## src/rtl/galaga_pkg.sv

```systemverilog
// Shared types and constants for the galaga core wrapper.
package galaga_pkg;

  typedef enum logic [1:0] {
    DL_HOLD,
    DL_RUN,
    DL_LOAD
  } dl_state_t;

  localparam int GALAGA_ROM_SIZE = 'h10000;
  localparam int GALAGA_RST_HOLD = 255;
  localparam int GALAGA_DN_AW    = 17;

endpackage

```

## src/rtl/galaga_dl_loader.sv

```systemverilog
// ROM download front end for the galaga core.
// Registers the ioctl byte stream onto dn_addr/dn_data/dn_wr, rejects
// out-of-range addresses, tracks byte count and a mod-256 checksum, and
// keeps the core in reset while loading, for a settle time afterwards,
// and for as long as no complete image is present.
//
// state   | meaning
// --------+-----------------------------------------------------------
// DL_HOLD | core held in reset; hold_cnt runs down, then RUN if image ok
// DL_RUN  | core running; core_reset follows ext_reset
// DL_LOAD | download window open; bytes forwarded, core held in reset
module galaga_dl_loader
  import galaga_pkg::*;
#(
  parameter int AW       = GALAGA_DN_AW,
  parameter int ROM_SIZE = GALAGA_ROM_SIZE,
  parameter int RST_HOLD = GALAGA_RST_HOLD
) (
  input  logic          clk_sys,
  input  logic          reset,
  input  logic          ext_reset,
  input  logic          ioctl_download,
  input  logic          ioctl_wr,
  input  logic [24:0]   ioctl_addr,
  input  logic [7:0]    ioctl_dout,
  output logic [AW-1:0] dn_addr,
  output logic [7:0]    dn_data,
  output logic          dn_wr,
  output logic          core_reset,
  output logic          rom_valid,
  output logic          dl_err,
  output logic [7:0]    dl_sum
);

  // count must be able to hold ROM_SIZE itself, not just ROM_SIZE-1
  localparam int HW = (RST_HOLD > 0) ? $clog2(RST_HOLD + 1) : 1;
  localparam int CW = $clog2(ROM_SIZE + 1);

  localparam logic [24:0]   ADDR_LIM  = 25'(ROM_SIZE);
  localparam logic [CW-1:0] CNT_FULL  = CW'(ROM_SIZE);
  localparam logic [HW-1:0] HOLD_INIT = HW'(RST_HOLD);

  dl_state_t     state;
  logic [HW-1:0] hold_cnt;
  logic [CW-1:0] count;
  logic          ovf;

  logic          fresh;
  logic [CW-1:0] cnt_base;
  logic [CW-1:0] cnt_inc;
  logic [7:0]    sum_base;
  logic          ovf_base;
  logic          in_range;
  logic          image_ok;

  // A download that starts this cycle counts from a clean slate, so the
  // first byte of the window is accepted on the same edge LOAD is entered.
  assign fresh    = (state != DL_LOAD);
  assign cnt_base = fresh ? '0 : count;
  assign sum_base = fresh ? 8'h00 : dl_sum;
  assign ovf_base = fresh ? 1'b0 : ovf;
  assign cnt_inc  = (cnt_base == CNT_FULL) ? cnt_base : cnt_base + 1'b1;
  assign in_range = (ioctl_addr < ADDR_LIM);
  assign image_ok = (count == CNT_FULL) && !ovf;

  // Sequencer, download datapath and hold timer in one registered block.
  always_ff @(posedge clk_sys or posedge reset) begin
    if (reset) begin
      state      <= DL_HOLD;
      hold_cnt   <= HOLD_INIT;
      count      <= '0;
      ovf        <= 1'b0;
      dn_addr    <= '0;
      dn_data    <= 8'h00;
      dn_wr      <= 1'b0;
      core_reset <= 1'b1;
      rom_valid  <= 1'b0;
      dl_err     <= 1'b0;
      dl_sum     <= 8'h00;
    end else begin
      dn_wr <= 1'b0;
      if (ioctl_download) begin
        state      <= DL_LOAD;
        core_reset <= 1'b1;
        count      <= cnt_base;
        dl_sum     <= sum_base;
        ovf        <= ovf_base;
        if (fresh) begin
          rom_valid <= 1'b0;
          dl_err    <= 1'b0;
        end
        if (ioctl_wr) begin
          if (in_range) begin
            dn_addr <= ioctl_addr[AW-1:0];
            dn_data <= ioctl_dout;
            dn_wr   <= 1'b1;
            count   <= cnt_inc;
            dl_sum  <= sum_base + ioctl_dout;
          end else begin
            ovf <= 1'b1;
          end
        end
      end else begin
        case (state)
          DL_LOAD: begin
            state      <= DL_HOLD;
            hold_cnt   <= HOLD_INIT;
            core_reset <= 1'b1;
            rom_valid  <= image_ok;
            dl_err     <= !image_ok;
          end
          DL_RUN: begin
            if (ext_reset) begin
              state      <= DL_HOLD;
              hold_cnt   <= HOLD_INIT;
              core_reset <= 1'b1;
            end else begin
              core_reset <= 1'b0;
            end
          end
          DL_HOLD: begin
            if (hold_cnt != '0) begin
              hold_cnt   <= hold_cnt - 1'b1;
              core_reset <= 1'b1;
            end else if (rom_valid) begin
              state      <= DL_RUN;
              core_reset <= ext_reset;
            end else begin
              core_reset <= 1'b1;
            end
          end
          default: begin
            state      <= DL_HOLD;
            hold_cnt   <= HOLD_INIT;
            core_reset <= 1'b1;
          end
        endcase
      end
    end
  end

endmodule

```

## config.mk

```make
export PLATFORM = sky130hd
export DESIGN_NAME = galaga_dl_loader
export DESIGN_NICKNAME = d
export VERILOG_FILES = /design/src/rtl/galaga_pkg.sv /design/src/rtl/galaga_dl_loader.sv
export SDC_FILE = /design/constraint.sdc
export NUM_CORES = 1
export LEC_CHECK = 0
export CAP_MARGIN = 20
export CORE_MARGIN = 5
export CORE_UTILIZATION = 45
export CTS_BUF_LIST = sky130_fd_sc_hd__clkbuf_8 sky130_fd_sc_hd__clkbuf_16
export DETAILED_ROUTE_END_ITERATION = 8
export GPL_TIMING_DRIVEN = 0
export HOLD_SLACK_MARGIN = 0.05
export PLACE_DENSITY = 0.76
export RECOVER_POWER = 25
export SYNTH_ARGS = -nofsm -noshare
export SYNTH_HDL_FRONTEND = slang
export SYNTH_SLANG_ARGS = --single-unit
```

## constraint.sdc

```tcl
create_clock -name clk_sys -period 2.5 [get_ports clk_sys]
set_input_delay 0.5 -clock clk_sys [delete_from_list [all_inputs] [get_ports clk_sys]]
set_output_delay 0.5 -clock clk_sys [all_outputs]
set_load 0.005 [all_outputs]
```

==> impl_metrics.json <==
{
  "fin_hold_ws_ps": 474,
  "grt_max_degree": 41,
  "syn-num-nets": 414,
  "ys_async_sr_fraction_pct": 100,
  "placement.io_buffers": 73,
  "start_util_pct": 45.9,
  "routed_wl_um": 8160,
  "cp-end-kind": "flip-flop",
  "cts_buffers": 9,
  "yosysWarnings": 0,
  "clk_latency_ps": 340,
  "drt_iter0_markers": 182,
  "io_pins": 75,
  "fin_cells": 565,
  "row_count": 31,
  "worst_pin_slew_ps": 957,
  "clock_skew_ps": 9.44,
  "syn-cell-area_um2": 3290,
  "hold_path.class": "flip-flop to flip-flop",
  "placed_area_um2": 4170,
  "slew_headroom_pct": 36.1,
  "synth_top_family_by_area": "simple AND/OR/NAND/NOR gates",
  "setup_viol": 0,
  "slew_viol_final": 0,
  "dieWidth_um": 95.5,
  "cpMaxStageDelayCell": "dfrtp_2",
  "drt_pre_antenna_iters": 4,
  "synth_xor_area_share_pct": 5.59,
  "muxShareOfSynthArea_pct": 1.22,
  "cts.sinks": 65,
  "routabilityCongestion": 0.848,
  "n_antenna_cell": 0,
  "nets": 510,
  "path_cells": "nor2b_4, buf_8, and2_4, ha_4, inv_2, fa_2, nand2b_4, a21oi_4, o22a_1, mux2i_1, o22ai_1",
  "maxCapViolCount": 0,
  "detail-route-antenna-nets": 0,
  "drive_above_1_share_pct": 13.5,
  "grt_pass1_wl_um": 13700,
  "synth-seq-cells": 65,
  "critPathMaxFanout": 8,
  "cpPeakStageDelay_ps": 460,
  "cp.arrival_ps": 2630,
  "dp_hpwl_um": 5950,
  "cts_tree": "yes",
  "yosys.area_share.adder_pct": 4.41,
  "reg2reg_slack_ps": 70,
  "synth_area_leaders": "dfrtp_1, nand2_1, dfstp_2",
  "design_area_um2": 4520,
  "fin_ws_ps": 70.8,
  "ys.flop_type": "dfrtp_1",
  "synth-compound-area-share_pct": 7.26,
  "vias": 2881,
  "clockBufferDepth": 2,
  "wl_per_cell_um": 14.4,
  "start_kind": "flip-flop",
  "peakVddDrop_uv": 333,
  "clk_pin_slew_ps": 70,
  "synth_top_cell_by_area": "dfrtp_1",
  "grt_pass1_vias": 2925,
  "viasPerCell": 5.10,
  "cp_data_required_time_ps": 2710,
  "coreArea_um2": 7180,
  "postCtsHoldBufs": 0,
  "syn2layout_area_growth_pct": 37.5,
  "hold_viol_final": 0,
  "clock-root-buffer": "clkbuf_8",
  "dieHeight_um": 95.5,
  "syn_area_per_cell_um2": 9.02,
  "fin_crit_ps": 2430,
  "grt_remaining_overflow": 0,
  "finalPower_uw": 2290,
  "synthCells": 365,
  "fin_crit_sh_pct": 97.2,
  "drc": 0,
  "ys_seq_area_share_pct": 49.8,
  "p_leak_uw": 0.00203,
  "timing_worst_setup_path_type": "flip-flop to flip-flop",
  "rsz0062_at_grt": "true",
  "netlist_top_cells_count": "nand2_1, dfrtp_1, xor2_1",
  "synth_top_area_share_pct": 42.6,
  "grt.total_usage_pct": 19.3,
  "pre_cts_slack_ps": -524,
  "antenna_found_initial": 0,
  "synth_enable_flop_cells": 0,
  "power_density_nw_per_um2": 505,
  "ctsHtreeMaxLevel": 3,
  "placed_cells": 538,
  "synth-simple-area-share_pct": 28.1,
  "fmax_mhz": 412,
  "status": "finished, final reports clean",
  "synth_cell_types": 48,
  "yosysMostFrequentCell": "nand2_1",
  "dieArea_um2": 9120
}
[worst paths after layout]
kind                                 start    endpoint  cells past startpoint
worst min register to register  dn_addr[5]  dn_addr[5]                      2
worst max-delay path              state[0]   dl_sum[6]                     11
worst max register to register    state[0]   dl_sum[6]                     11
max in group asynchronous            reset    count[7]                      3
min in group asynchronous            reset  dn_addr[4]                      2
worst min-delay path            dn_addr[5]  dn_addr[5]                      2
[state kept, by name (all words and copies together) (netlist names)]
| name | count |
|---|---|
| dl_err | 1 |
| rom_valid | 1 |
| state | 2 |
| dn_addr | 17 |
| count | 17 |
| ovf | 1 |
| core_reset | 1 |
| dl_sum | 8 |
| dn_wr | 1 |
| dn_data | 8 |
| hold_cnt | 8 |
[cells by family after synthesis]
kind of cell,after synthesis
muxes,4
and+or+nand+nor,197
adders and majority gates,11
AOI/OAI and AO/OA,38
xor gates and xnor gates,21
DFF,65
buffers and inverters,29
[cell type report]
| class | instances | area (µm²) |
|---|---|---|
| Inverter | 13 | 48.8 |
| Fill cell | 608 | 2650 |
| Clock buffer | 9 | 124 |
| Clock inverter | 7 | 95.1 |
| Timing Repair Buffer | 87 | 843 |
| Multi-Input combinational cell | 271 | 1580 |
| Sequential cell | 65 | 1640 |
| Buffer | 14 | 66.3 |
| Tap cell | 99 | 124 |
[worst max-delay path, delay by kind of cell (launching register included)]
kind,cells,cell delay (ps)
adder cells (fa/ha/maj),2,520
AO/OA/AOI/OAI,3,450
flip-flops,1,460
buffers and inverters,2,170
multiplexers,1,230
AND/OR/NAND/NOR,3,470
[routing by layer]
layer	vias up	part of all wire, %	global-route usage, %
li1	1420	-	-
met1	1391	43	24.1
met2	57	52	32.7
met3	13	4.2	4.58
met4	0	1.4	6.75
met5	-	0	0
[layout by cell type, fill, tap and decap left out, types with 4 or more instances in the layout]
cell,netlist,routed
o21ai_0,13,12
nor2_1,16,16
dfrtp_1,56,54
nand3_1,13,13
dfstp_2,9,9
nor3_1,8,7
clkbuf_1,11,10
a21oi_1,7,6
and2_1,10,9
nand4_1,9,9
ha_1,10,9
nand2_1,114,114
clkdlybuf4s50_1,0,69
xor2_1,17,17
nor4_1,5,5
buf_4,0,13
mux2i_1,4,4
xnor2_1,4,4
inv_1,12,11
clkbuf_8,0,9
[metrics by stage]
step / setup TNS (ps) / util, %
2_1_floorplan: 0 / -
3_3_place_gp: -54840 / 57.8
3_5_place_dp: -12650 / 58.0
4_1_cts: -58.4 / 61.6
5_1_grt: -45.4 / 63.0
6_report: 0 / 63.0
[timing repair]
action | CTS | global route
gates resized for setup | 9 | 12
pin swaps | 2 | 9
endpoints found under the setup margin | 14 | 23
setup buffers | 2 | 11
[power breakdown]
part	switching [µW]	leakage (µW)	internal (µW)
registers	15.6	0.000864	1070
clock network	427	0.000109	561
logic	98.2	0.00106	110
total	541	0.00203	1740
Power figures use the tool's default switching activity.
